===== src/rtl/hazard_pkg.sv =====
// Shared constants for the pipeline hazard controller: Tuse sentinel,
// forwarding select encodings and MDU operation codes.
package hazard_pkg;

  localparam logic [2:0] TUSE_NONE = 3'd7;

  localparam logic [1:0] FWD_NONE = 2'd0;
  localparam logic [1:0] FWD_E    = 2'd1;
  localparam logic [1:0] FWD_M    = 2'd2;
  localparam logic [1:0] FWD_W    = 2'd3;

  localparam logic [1:0] MD_NONE  = 2'd0;
  localparam logic [1:0] MD_MULT  = 2'd1;
  localparam logic [1:0] MD_DIV   = 2'd2;

  // Tnew one stage further down the pipe, saturating at zero.
  function automatic logic [2:0] tnew_dec(input logic [2:0] t);
    return (t == 3'd0) ? 3'd0 : t - 3'd1;
  endfunction

endpackage


===== src/rtl/hazard_ctrl_if.sv =====
// D-stage decode inputs and hazard/forward outputs of hazard_ctrl.
// MDU signals exist only when HAZARD_MDU_EN is defined.
interface hazard_ctrl_if;
  logic [4:0] D_A1;
  logic [4:0] D_A2;
  logic [2:0] D_rsTuse;
  logic [2:0] D_rtTuse;
  logic [4:0] D_A3;
  logic [2:0] D_Tnew;
  logic       stall;
  logic [1:0] D_rs_fwd;
  logic [1:0] D_rt_fwd;
  logic [1:0] E_rs_fwd;
  logic [1:0] E_rt_fwd;
  logic [1:0] M_rt_fwd;
`ifdef HAZARD_MDU_EN
  logic [1:0] D_md_start;
  logic       D_md_use;
`endif

  modport master (
    output D_A1, D_A2, D_rsTuse, D_rtTuse, D_A3, D_Tnew,
`ifdef HAZARD_MDU_EN
    output D_md_start, D_md_use,
`endif
    input  stall, D_rs_fwd, D_rt_fwd, E_rs_fwd, E_rt_fwd, M_rt_fwd
  );

  modport slave (
    input  D_A1, D_A2, D_rsTuse, D_rtTuse, D_A3, D_Tnew,
`ifdef HAZARD_MDU_EN
    input  D_md_start, D_md_use,
`endif
    output stall, D_rs_fwd, D_rt_fwd, E_rs_fwd, E_rt_fwd, M_rt_fwd
  );
endinterface


===== src/rtl/hazard_ctrl_fwd_sel.sv =====
// Priority forwarding selector: youngest ready producer whose destination
// matches the operand address wins; register 0 never matches.
module fwd_sel
  import hazard_pkg::*;
(
  input  logic [4:0] addr,
  input  logic [4:0] e_a3,
  input  logic       e_rdy,
  input  logic [4:0] m_a3,
  input  logic       m_rdy,
  input  logic [4:0] w_a3,
  output logic [1:0] sel
);

  always_comb begin
    sel = FWD_NONE;
    if (addr != 5'd0) begin
      if (addr == e_a3 && e_rdy)      sel = FWD_E;
      else if (addr == m_a3 && m_rdy) sel = FWD_M;
      else if (addr == w_a3)          sel = FWD_W;
    end
  end

endmodule


===== src/rtl/hazard_ctrl.sv =====
// Hazard controller for the 5-stage MIPS core: shadow E/M/W pipeline,
// stall generation and forwarding selects. Optional MDU busy stall under HAZARD_MDU_EN.
module hazard_ctrl
  import hazard_pkg::*;
#(
  parameter int unsigned MULT_CYC = 5,
  parameter int unsigned DIV_CYC  = 10
) (
  input logic          clk,
  input logic          reset,
  hazard_ctrl_if.slave hz
);

  if (MULT_CYC > 15 || DIV_CYC > 15) begin : g_cyc_range
    $error("MULT_CYC/DIV_CYC must fit the 4-bit busy counter");
  end

  logic [4:0] E_A1, E_A2, E_A3;
  logic [2:0] E_Tnew;
  logic [4:0] M_A2, M_A3;
  logic [2:0] M_Tnew;
  logic [4:0] W_A3;
  logic       stall;
  logic       md_stall;

  function automatic logic operand_hazard(input logic [4:0] a, input logic [2:0] tuse,
                                          input logic [4:0] e_a3, input logic [2:0] e_tnew,
                                          input logic [4:0] m_a3, input logic [2:0] m_tnew);
    if (tuse == TUSE_NONE || a == 5'd0) return 1'b0;
    return (a == e_a3 && e_tnew > tuse) || (a == m_a3 && m_tnew > tuse);
  endfunction

  always_ff @(posedge clk) begin
    if (reset) begin
      E_A1   <= '0;
      E_A2   <= '0;
      E_A3   <= '0;
      E_Tnew <= '0;
      M_A2   <= '0;
      M_A3   <= '0;
      M_Tnew <= '0;
      W_A3   <= '0;
    end else begin
      if (stall) begin
        E_A1   <= '0;
        E_A2   <= '0;
        E_A3   <= '0;
        E_Tnew <= '0;
      end else begin
        E_A1   <= hz.D_A1;
        E_A2   <= hz.D_A2;
        E_A3   <= hz.D_A3;
        E_Tnew <= hz.D_Tnew;
      end
      M_A2   <= E_A2;
      M_A3   <= E_A3;
      M_Tnew <= tnew_dec(E_Tnew);
      W_A3   <= M_A3;
    end
  end

`ifdef HAZARD_MDU_EN
  logic [1:0] E_md_start;
  logic [3:0] busy_cnt;

  always_ff @(posedge clk) begin
    if (reset) begin
      E_md_start <= MD_NONE;
      busy_cnt   <= '0;
    end else begin
      E_md_start <= stall ? MD_NONE : hz.D_md_start;
      // A start in E always (re)loads, even if a previous op is still busy.
      if (E_md_start == MD_MULT)      busy_cnt <= 4'(MULT_CYC);
      else if (E_md_start == MD_DIV)  busy_cnt <= 4'(DIV_CYC);
      else if (busy_cnt != 4'd0)      busy_cnt <= busy_cnt - 4'd1;
    end
  end

  assign md_stall = hz.D_md_use && (E_md_start != MD_NONE || busy_cnt != 4'd0);
`else
  assign md_stall = 1'b0;
`endif

  always_comb begin
    stall = md_stall
          | operand_hazard(hz.D_A1, hz.D_rsTuse, E_A3, E_Tnew, M_A3, M_Tnew)
          | operand_hazard(hz.D_A2, hz.D_rtTuse, E_A3, E_Tnew, M_A3, M_Tnew);
  end

  assign hz.stall = stall;

  fwd_sel u_d_rs (
    .addr(hz.D_A1), .e_a3(E_A3), .e_rdy(E_Tnew == 3'd0),
    .m_a3(M_A3), .m_rdy(M_Tnew == 3'd0), .w_a3(W_A3), .sel(hz.D_rs_fwd)
  );

  fwd_sel u_d_rt (
    .addr(hz.D_A2), .e_a3(E_A3), .e_rdy(E_Tnew == 3'd0),
    .m_a3(M_A3), .m_rdy(M_Tnew == 3'd0), .w_a3(W_A3), .sel(hz.D_rt_fwd)
  );

  fwd_sel u_e_rs (
    .addr(E_A1), .e_a3('0), .e_rdy(1'b0),
    .m_a3(M_A3), .m_rdy(M_Tnew == 3'd0), .w_a3(W_A3), .sel(hz.E_rs_fwd)
  );

  fwd_sel u_e_rt (
    .addr(E_A2), .e_a3('0), .e_rdy(1'b0),
    .m_a3(M_A3), .m_rdy(M_Tnew == 3'd0), .w_a3(W_A3), .sel(hz.E_rt_fwd)
  );

  fwd_sel u_m_rt (
    .addr(M_A2), .e_a3('0), .e_rdy(1'b0),
    .m_a3('0), .m_rdy(1'b0), .w_a3(W_A3), .sel(hz.M_rt_fwd)
  );

endmodule


===== src/flat_wrapper.sv =====
// flat-port wrapper written by rule: the top's interface ports become plain ports
module hazard_ctrl_flat import hazard_pkg::*;
#(
  parameter int unsigned MULT_CYC = 5,
  parameter int unsigned DIV_CYC  = 10
)
  (clk, reset, hz_D_A1, hz_D_A2, hz_D_rsTuse, hz_D_rtTuse, hz_D_A3, hz_D_Tnew, hz_stall, hz_D_rs_fwd, hz_D_rt_fwd, hz_E_rs_fwd, hz_E_rt_fwd, hz_M_rt_fwd);
  hazard_ctrl_if hz_i ();
  input logic clk;
  input logic reset;
  input wire logic [$bits(hz_i.D_A1)-1:0] hz_D_A1;
  input wire logic [$bits(hz_i.D_A2)-1:0] hz_D_A2;
  input wire logic [$bits(hz_i.D_rsTuse)-1:0] hz_D_rsTuse;
  input wire logic [$bits(hz_i.D_rtTuse)-1:0] hz_D_rtTuse;
  input wire logic [$bits(hz_i.D_A3)-1:0] hz_D_A3;
  input wire logic [$bits(hz_i.D_Tnew)-1:0] hz_D_Tnew;
  output wire logic [$bits(hz_i.stall)-1:0] hz_stall;
  output wire logic [$bits(hz_i.D_rs_fwd)-1:0] hz_D_rs_fwd;
  output wire logic [$bits(hz_i.D_rt_fwd)-1:0] hz_D_rt_fwd;
  output wire logic [$bits(hz_i.E_rs_fwd)-1:0] hz_E_rs_fwd;
  output wire logic [$bits(hz_i.E_rt_fwd)-1:0] hz_E_rt_fwd;
  output wire logic [$bits(hz_i.M_rt_fwd)-1:0] hz_M_rt_fwd;
  assign hz_i.D_A1 = hz_D_A1;
  assign hz_i.D_A2 = hz_D_A2;
  assign hz_i.D_rsTuse = hz_D_rsTuse;
  assign hz_i.D_rtTuse = hz_D_rtTuse;
  assign hz_i.D_A3 = hz_D_A3;
  assign hz_i.D_Tnew = hz_D_Tnew;
  assign hz_stall = hz_i.stall;
  assign hz_D_rs_fwd = hz_i.D_rs_fwd;
  assign hz_D_rt_fwd = hz_i.D_rt_fwd;
  assign hz_E_rs_fwd = hz_i.E_rs_fwd;
  assign hz_E_rt_fwd = hz_i.E_rt_fwd;
  assign hz_M_rt_fwd = hz_i.M_rt_fwd;
  hazard_ctrl #(.MULT_CYC(MULT_CYC), .DIV_CYC(DIV_CYC)) u_core (.clk(clk), .reset(reset), .hz(hz_i));
endmodule

===== config.mk =====
export PLATFORM = sky130hd
export DESIGN_NAME = hazard_ctrl_flat
export DESIGN_NICKNAME = d
export VERILOG_FILES = /design/src/rtl/hazard_pkg.sv /design/src/rtl/hazard_ctrl_if.sv /design/src/rtl/hazard_ctrl_fwd_sel.sv /design/src/rtl/hazard_ctrl.sv /design/src/flat_wrapper.sv
export SDC_FILE = /design/constraint.sdc
export NUM_CORES = 1
export LEC_CHECK = 0
export ABC_AREA = 1
export CORE_MARGIN = 2
export CORE_UTILIZATION = 50
export DETAILED_ROUTE_END_ITERATION = 12
export GPL_TIMING_DRIVEN = 0
export HOLD_SLACK_MARGIN = 0.03
export PLACE_DENSITY = 0.73
export SETUP_SLACK_MARGIN = 0.2
export SYNTH_ARGS = -nofsm -noshare
export SYNTH_HDL_FRONTEND = slang
export SYNTH_HIERARCHICAL = 1
export SYNTH_SLANG_ARGS = --single-unit

===== constraint.sdc =====
create_clock -name clk -period 4.9 [get_ports clk]
set_clock_uncertainty 0.1 [all_clocks]
set_input_delay 0.98 -clock clk [delete_from_list [all_inputs] [get_ports clk]]
set_output_delay 0.98 -clock clk [all_outputs]
set_load 0.01 [all_outputs]

Yosys cells after proc, flatten, opt, wreduce, memory -nomap -nowiden
Cells that the tools add are included.
{"block": "op_classes", "muxes": 22, "eq_ne": 13, "magnitude_cmp": 4, "bitwise_logic": 1, "addsub": 1, "reduce_logical": 25}
{"operator": "$eq A5 B5 Y1", "count": 11}
{"operator": "$mux W2", "count": 16}
{"operator": "$reduce_bool A5 Y1", "count": 5}
{"operator": "$gt A3 B3 Y1", "count": 4}
{"operator": "$logic_and A1 B1 Y1", "count": 10}
{"operator": "$logic_not A5 Y1", "count": 2}
{"operator": "$eq A3 B3 Y1 const B", "count": 2}
{"operator": "$logic_not A3 Y1", "count": 2}
{"operator": "$mux W1", "count": 6}
{"operator": "$logic_or A1 B1 Y1", "count": 4}
{"operator": "$reduce_or A2 Y1", "count": 2}
{"operator": "$sub A3 B1 Y3 const B", "count": 1}
{"operator": "$or A1 B1 Y1", "count": 1}
{"block": "word_totals", "wordCells": 74, "output_inout_bits": 11, "register_bits": 36}

Longest topological paths before layout
Gate-level depths: netlist (run 1).
{"block": "depth", "ltp_word": 6, "ltp_mapped": 12, "mapped_depth_nobuf": 11}

Modules after synthesis
Netlist (run 1), hierarchy kept.
{"mod": "hazard_ctrl", "seq_area_each_um2": 720.7, "instances": 1, "cells_per_inst": 230, "area_per_inst_um2": 1709.1}
{"mod": "fwd_sel", "seq_area_each_um2": 0.0, "instances": 5, "cells_per_inst": 67, "area_per_inst_um2": 291.5}

Worst setup path before layout (run 1)
OpenSTA, ideal clock, no wires.
{"block": "synth_path", "kind": "input-to-output", "from": "in hz_D_rsTuse[2]", "to": "out hz_stall", "t_arrival_ps": 1845, "cell_stages": 10, "path_slack_ps": 1975, "path_cell_list": "inv_1 > ha_1 > nand2_1 > nor2_1 > nor2_1 > nor2_1 > nand2_1 > nand2_1 > nand2_2 > nand2_1"}
{"block": "synth_between", "elab_chain_len": 5}
{"item": "from (decl)", "line_no": "flat_wrapper.sv:13", "text": "input wire logic [$bits(hz_i.D_rsTuse)-1:0] hz_D_rsTuse;"}
{"item": "$gt A3 B3 Y1 or $eq A3 B3 Y1 (tied branches)", "line_no": "hazard_ctrl.sv:30, hazard_ctrl.sv:29"}
{"item": "$logic_and A1 B1 Y1 or $logic_or A1 B1 Y1 (tied branches)", "line_no": "hazard_ctrl.sv:30, hazard_ctrl.sv:29"}
{"item": "$logic_or A1 B1 Y1 or $mux W1 (tied branches)", "line_no": "hazard_ctrl.sv:30, hazard_ctrl.sv:29"}
{"item": "$mux W1 *", "line_no": "hazard_ctrl.sv:30", "text": "return (a == e_a3 && e_tnew > tuse) || (a == m_a3 && m_tnew > tuse);"}
{"item": "$or A1 B1 Y1 *", "line_no": "hazard_ctrl.sv:87", "text": "| operand_hazard(hz.D_A2, hz.D_rtTuse, E_A3, E_Tnew, M_A3, M_Tnew);"}
{"item": "to (decl)", "line_no": "flat_wrapper.sv:17", "text": "output wire logic [$bits(hz_i.stall)-1:0] hz_stall;"}
Every way passes the cells marked *; elsewhere a longest branch is shown, timed or not.

Final worst setup path (run 1)
Same ends and word-level chain as after synthesis.

==> results of run 1 <==
per-layer routing:
metal	track usage, %	vias up
li1	-	1790
met1	29.45	1443
met2	42.25	106
met3	2.868	23
met4	8.944	0
met5	0	-
metrics by stage:
step | hold WS, ns | util, % | cell area [sq um] | power [uW]
after detailed placement | 0.3035 | 62.42 | 3761 | 593.9
after global placement | 0.3051 | 62.42 | 3761 | 586.7
final | 0.3166 | 63.97 | 3855 | 815.6
after global routing | 0.3447 | 63.97 | 3855 | 873.7
after floorplan | 0.2907 | - | 3317 | 506.3
after CTS | 0.3165 | 63.97 | 3855 | 816.9
logic make-up (layout without fill, tap and decap cells):
family	Yosys count	in the layout	share of synthesized area, %
adder cells (fa/ha/maj)	14	14	5.531
AO/OA/AOI/OAI	12	12	2.292
flip-flops	36	36	22.76
other	1	41	0.1184
AND/OR/NAND/NOR	356	356	47.02
buffers and inverters	116	159	13.99
XOR/XNOR	30	30	8.297
final cells by class:
class	instances	area share, %
multi-input cells	453	55.86
flip-flops and latches	36	18.70
inverters	113	11.00
repair buffers	35	9.088
well taps	75	2.434
clock buffers	7	2.240
plain buffers	3	0.4869
clock inverters	1	0.1947
flip-flops by register name (all words and copies together), names as in the netlist:
register,count
u_core/M_Tnew,3
u_core/E_Tnew,3
u_core/M_A2,5
u_core/E_A2,5
u_core/W_A3,5
u_core/E_A3,5
u_core/E_A1,5
u_core/M_A3,5
path summary, 6_finish.rpt:
| kind | startpoint | end | slack [ns] | cells after the start |
|---|---|---|---|---|
| worst max-delay path | hz_D_rsTuse[2] | hz_stall | 0.82 | 12 |
| worst min-delay path | u_core/E_Tnew[0]$_SDFF_PP0_ | u_core/M_Tnew[0]$_SDFF_PP0_ | 0.32 | 1 |
| worst max register to register | u_core/M_A3[0]$_SDFF_PP0_ | u_core/E_A1[0]$_SDFF_PP0_ | 2.97 | 10 |
| worst min register to register | u_core/E_Tnew[0]$_SDFF_PP0_ | u_core/M_Tnew[0]$_SDFF_PP0_ | 0.32 | 1 |
power by group through the flow:
stage / registers (uW) / clock network, uW / logic [uW]
global placement: 344 / 0 / 243
global route: 342 / 241 / 291
CTS: 338 / 229 / 250
finish: 338 / 225 / 252
detailed placement: 345 / 0 / 249
floorplan: 335 / 0 / 171
placed cells by master (no fill, tap or decap):
cell type,count
a21oi_1,5
buf_6,1
clkbuf_1,3
clkbuf_8,6
clkdlybuf4s50_1,35
clkinvlp_4,1
conb_1,41
dfxtp_1,36
ha_1,14
inv_1,103
inv_2,10
nand2_1,199
nand2_2,2
nand3_1,30
nand3_4,1
nand4_1,5
nor2_1,92
nor2_2,14
nor2_4,1
nor3_1,6
nor3_2,5
o21a_1,5
o21ai_0,2
or2_2,1
xnor2_1,25
xor2_1,5
==> results.yml, run 1 <==
outcome:
  status: "finished clean"
clock_network:
  clock_latency_ns: 0.29
  postCtsSetupRepairBufs: 0
  cts_tree: "done"
  cts.htree.levels: 2
  cts_buffer_depth: 2
  cts_buffers: 5
  cts.sinks: 36
  cts_resized: 0
  clk_pin_slew_ns: 0.08
  cts-root-buf: "clkbuf_8"
  postCtsHoldBufs: 0
sta:
  setup_viol: 0
  hold_violations: 0
  fin_crit_sh_pct: 83.34
  worst_slack_ns: 0.8165
  period_minus_slack_ns: 4.084
  setup_tns_ns: 0
  fmax_mhz: 244.9
  rsz0062_at_grt: "false"
  drv_slew: 0
  maxSlewHeadroom_pct: 45.06
  tightestPinTransition_ns: 0.8179
global_route:
  grt_pass1_vias: 3157
  grt_pass1_wl_um: 13840
  antenna_found_initial: 0
  grt_start_max_net_pins: 12
  grtUsageTotal_pct: 23.88
  grt_overflow: 0
worst_setup_path:
  critPathBufInv: 3
  critical_path_class: "input pin to primary output"
  path_max_fanout: 3
  cp_common_cell: "nand2_1"
  cp_slowest_stage_delay_ns: 0.48
  start_kind: "input pin"
  crit_family: "buffers and inverters"
  critPathRequiredTime_ns: 3.82
  cp.arrival_ns: 3.00
  crit_chain: "clkdlybuf4s50_1 -> inv_1 -> ha_1 -> nand2_1 -> nand2_1 -> nor2_1 -> nor2_1 -> nand2_1 -> nand2_1 -> nand2_2 -> nand2_1 -> clkdlybuf4s50_1"
  end_kind: "primary output"
  worst_path_max_delay_cell: "clkdlybuf4s50_1"
placed_design:
  dp_hpwl_um: 6146
  io_buffers: 35
  place_congestion: 0.9779
  placedCellCount: 715
  place_ws_ns: 0.8509
synthesis:
  yosysUniqueCellTypes: 23
  avgSynthCellArea_sq_um: 5.605
  ys_top_cells_by_area: "nand2_1 (24%), dfxtp_1 (23%), inv_1 (12%)"
  synth_most_common_cell: "nand2_1"
  ys_seq_elements: 36
  syn_area_sq_um: 3167
  synthDominantAreaCellType: "nand2_1"
  synth_top_flop_cell: "dfxtp_1"
  synthTopCellsByCount: "nand2_1 (199), inv_1 (103), nor2_1 (92)"
  async_flop_share_pct: 0
  synth_top_area_share_pct: 23.59
  synth_cells: 565
  synth_enable_flop_cells: 0
  ys_seq_area_share_pct: 22.76
  synth_warnings: 6
power_and_ir_drop:
  clkPwrFrac_pct: 27.6
  p_per_area_nw_per_um2: 211.6
  seqPwrFrac_pct: 41.4
  power.internal_uw: 536.3
  switchingPower_uw: 279.3
  p_leak_uw: 0.002027
  pwr-share-comb_pct: 30.9
  irDropWorstVdd_v: 0.0001402
  switching_share_pct: 34.25
floorplan:
  row_count: 28
  die_w_um: 83.59
  dieArea_sq_um: 6986
  start_util_pct: 52.55
  num_io_pins: 37
  die_y_um: 83.59
  fp.coreArea_sq_um: 6026
routing:
  wl_per_cell_um: 10.86
  first_iter_violations: 141
  routed_via_density: 4.650
  wl_met1_um: 3376
  num_vias: 3362
  top_layer_used: "met4"
  drc: 0
  wirelength_um: 7851
  route.met2.wl_um: 3820
  wl_met3_um: 433
  dr.pass1.iters: 7
  final_antenna_net_count: 0
layout:
  fin_nets: 687
  multiInputGateArea_sq_um: 2153
  regArea_sq_um: 720.7
  area.growth.synth_to_final_pct: 21.73
  drive_above_1_share_pct: 6.481
  diodes: 0
  fill_cells: 621
  fin_cells: 723
flow_run:
  cap_violations: 0
hold_path:
  min-delay-path-class: "register to register"
No activity file was read; power rests on OpenSTA's default activity.
==> run 2, diff against run 1 <==
PLACE_DENSITY = 0.75   (was 0.73)
clock period = 3.72 ns   (was 4.9 ns; I/O delays follow)
==> run 2 against run 1 <==
Net effect: sequential share of layout area shrank 0.43 points; register-to-register slack lost 1.2 ns; routed wire length grew 1.1%; die area is the same; final area grew 2.3%; critical path type unchanged; critical path depth shrank 5; largest power group unchanged; final cell count is the same; clock-buffer cell count is the same; highest routed layer unchanged; power grew 42%; combinational power grew 34%; clock power grew 65%.
==> results.yml, run 2 (synthesized netlist as in run 1, its figures left out) <==
outcome:
  status: "finished clean"
hold_path:
  hold_depth: 1
  holdPathEnd: "u_core/M_Tnew[0]$_SDFF_PP0_"
  hold_start: "u_core/E_Tnew[0]$_SDFF_PP0_"
  min-delay-path-class: "register to register"
sta:
  fmax_mhz: 294.9
  drv_slew: 0
  setup_tns_ns: 0
  rsz0062_at_grt: "true"
  hold_violations: 0
  setup_viol: 0
  tightestPinTransition_ns: 0.8983
  hold_slack_ns: 0.3177
  maxSlewHeadroom_pct: 39.65
  period_minus_slack_ns: 3.391
  fin_crit_sh_pct: 91.17
routing:
  num_vias: 3352
  wl_per_cell_um: 10.98
  wirelength_um: 7935
  final_antenna_net_count: 0
  routed_via_density: 4.636
  dr.pass1.iters: 5
  first_iter_violations: 149
  drc: 0
power_and_ir_drop:
  switchingPower_uw: 362.4
  p_leak_uw: 0.002110
  clkPwrFrac_pct: 32.2
  p_per_area_nw_per_um2: 293.2
  power.total_uw: 1157
  irDropWorstVdd_v: 0.0002213
  power.internal_uw: 794.5
  switching_share_pct: 31.32
  seqPwrFrac_pct: 38.6
  pwr-share-comb_pct: 29.2
global_route:
  grt_overflow: 0
  antenna_found_initial: 0
  grt_pass1_wl_um: 13430
  grt_pass1_vias: 3115
  grtUsageTotal_pct: 23.51
  grt_start_max_net_pins: 12
worst_setup_path:
  reg2reg_depth: 10
  start_kind: "input pin"
  critPathRequiredTime_ns: 2.88
  cp.arrival_ns: 2.55
  r2r_end: "u_core/E_A1[3]$_SDFF_PP0_"
  critical_path_class: "input pin to primary output"
  r2r_slack_ns: 1.78
  timing.rr.start: "u_core/M_A3[0]$_SDFF_PP0_"
  path_max_fanout: 8
  end_kind: "primary output"
layout:
  mostFrequentLayoutCell: "nand2_1"
  fin_nets: 687
  layout_common_cells: "nand2_1 (199), inv_1 (102), nor2_1 (91)"
  fill_cells: 586
  fin_util_pct: 65.47
  area.growth.synth_to_final_pct: 24.58
  drive_above_1_share_pct: 7.407
  diodes: 0
  fin_area_sq_um: 3945
floorplan:
  fp.coreArea_sq_um: 6026
  start_util_pct: 52.55
  dieArea_sq_um: 6986
  num_io_pins: 37
  row_count: 28
  die_w_um: 83.59
  die_y_um: 83.59
clock_network:
  cts.sinks: 36
  cts_buffers: 5
  cts.htree.levels: 2
  clk_pin_slew_ns: 0.07
  cts_tree: "done"
  cts_buffer_depth: 2
  clock_latency_ns: 0.29
  cts-root-buf: "clkbuf_8"
placed_design:
  io_buffers: 35
  dp_hpwl_um: 6095
  place_congestion: 0.9605
  placed_cell_area_sq_um: 3761
flow_run:
  cap_violations: 0
-- run 2: repair_timing --
item,4_1_cts,5_1_grt
hold buffers,0,0
setup buffers,0,0
gates resized for setup,2,12
setup endpoints to repair,1,5
pin swaps,0,1
gates cloned,0,0
-- run 2: worst max-delay path, cell delays in order --
cell,delay (ns)
clkdlybuf4s50_1,0.66
xnor2_1,0.17
nand2_1,0.10
nor2_1,0.11
nand2_1,0.07
a21oi_1,0.13
clkdlybuf4s50_1,0.55
-- run 2: through the flow --
step | instances | setup slack, ns
6_report | 723 | 0.3286
5_1_grt | 723 | 0.1698
4_1_cts | 723 | 0.2663
3_5_place_dp | 715 | 0.1154
3_3_place_gp | 715 | 0.1262
2_1_floorplan | 605 | 1.267
-- run 2: worst max path at each step --
| stage | start | slack [ns] | cells after the start | to |
|---|---|---|---|---|
| finish | hz_D_A2[0] | 0.33 | 7 | hz_D_rt_fwd[0] |
| global route | hz_D_A1[0] | 0.17 | 9 | hz_D_rs_fwd[1] |
| CTS | hz_D_A1[1] | 0.27 | 9 | hz_D_rs_fwd[1] |
| detailed placement | hz_D_rsTuse[2] | 0.12 | 12 | hz_stall |
| global placement | hz_D_rsTuse[2] | 0.13 | 12 | hz_stall |
| floorplan | hz_D_rsTuse[2] | 1.27 | 10 | hz_stall |
-- run 2: metal layers --
layer / global-route usage, % / vias to the layer above / part of all wire, %
li1: - / 1784 / -
met1: 28.23 / 1449 / 43
met2: 42.40 / 99 / 49
met3: 2.868 / 20 / 5.0
met4: 9.091 / 0 / 2.9
met5: 0 / - / 0
-- run 2: power groups by stage --
stage	Clock, uW	Combinational [uW]	Sequential [uW]
final	372	338	446
after global routing	398	384	451
after CTS	378	331	446
after floorplan	0	226	441
after detailed placement	0	328	455
after global placement	0	319	454
-- run 2: layout make-up --
class / count / area, sq um / area share [%]
Tap cell: 75 / 93.84 / 2.379
Multi-Input combinational cell: 453 / 2193 / 55.60
Sequential cell: 36 / 720.7 / 18.27
Clock inverter: 1 / 30.03 / 0.7612
Inverter: 113 / 424.2 / 10.75
Clock buffer: 7 / 96.34 / 2.442
Buffer: 3 / 18.77 / 0.4757
Timing Repair Buffer: 35 / 367.9 / 9.324
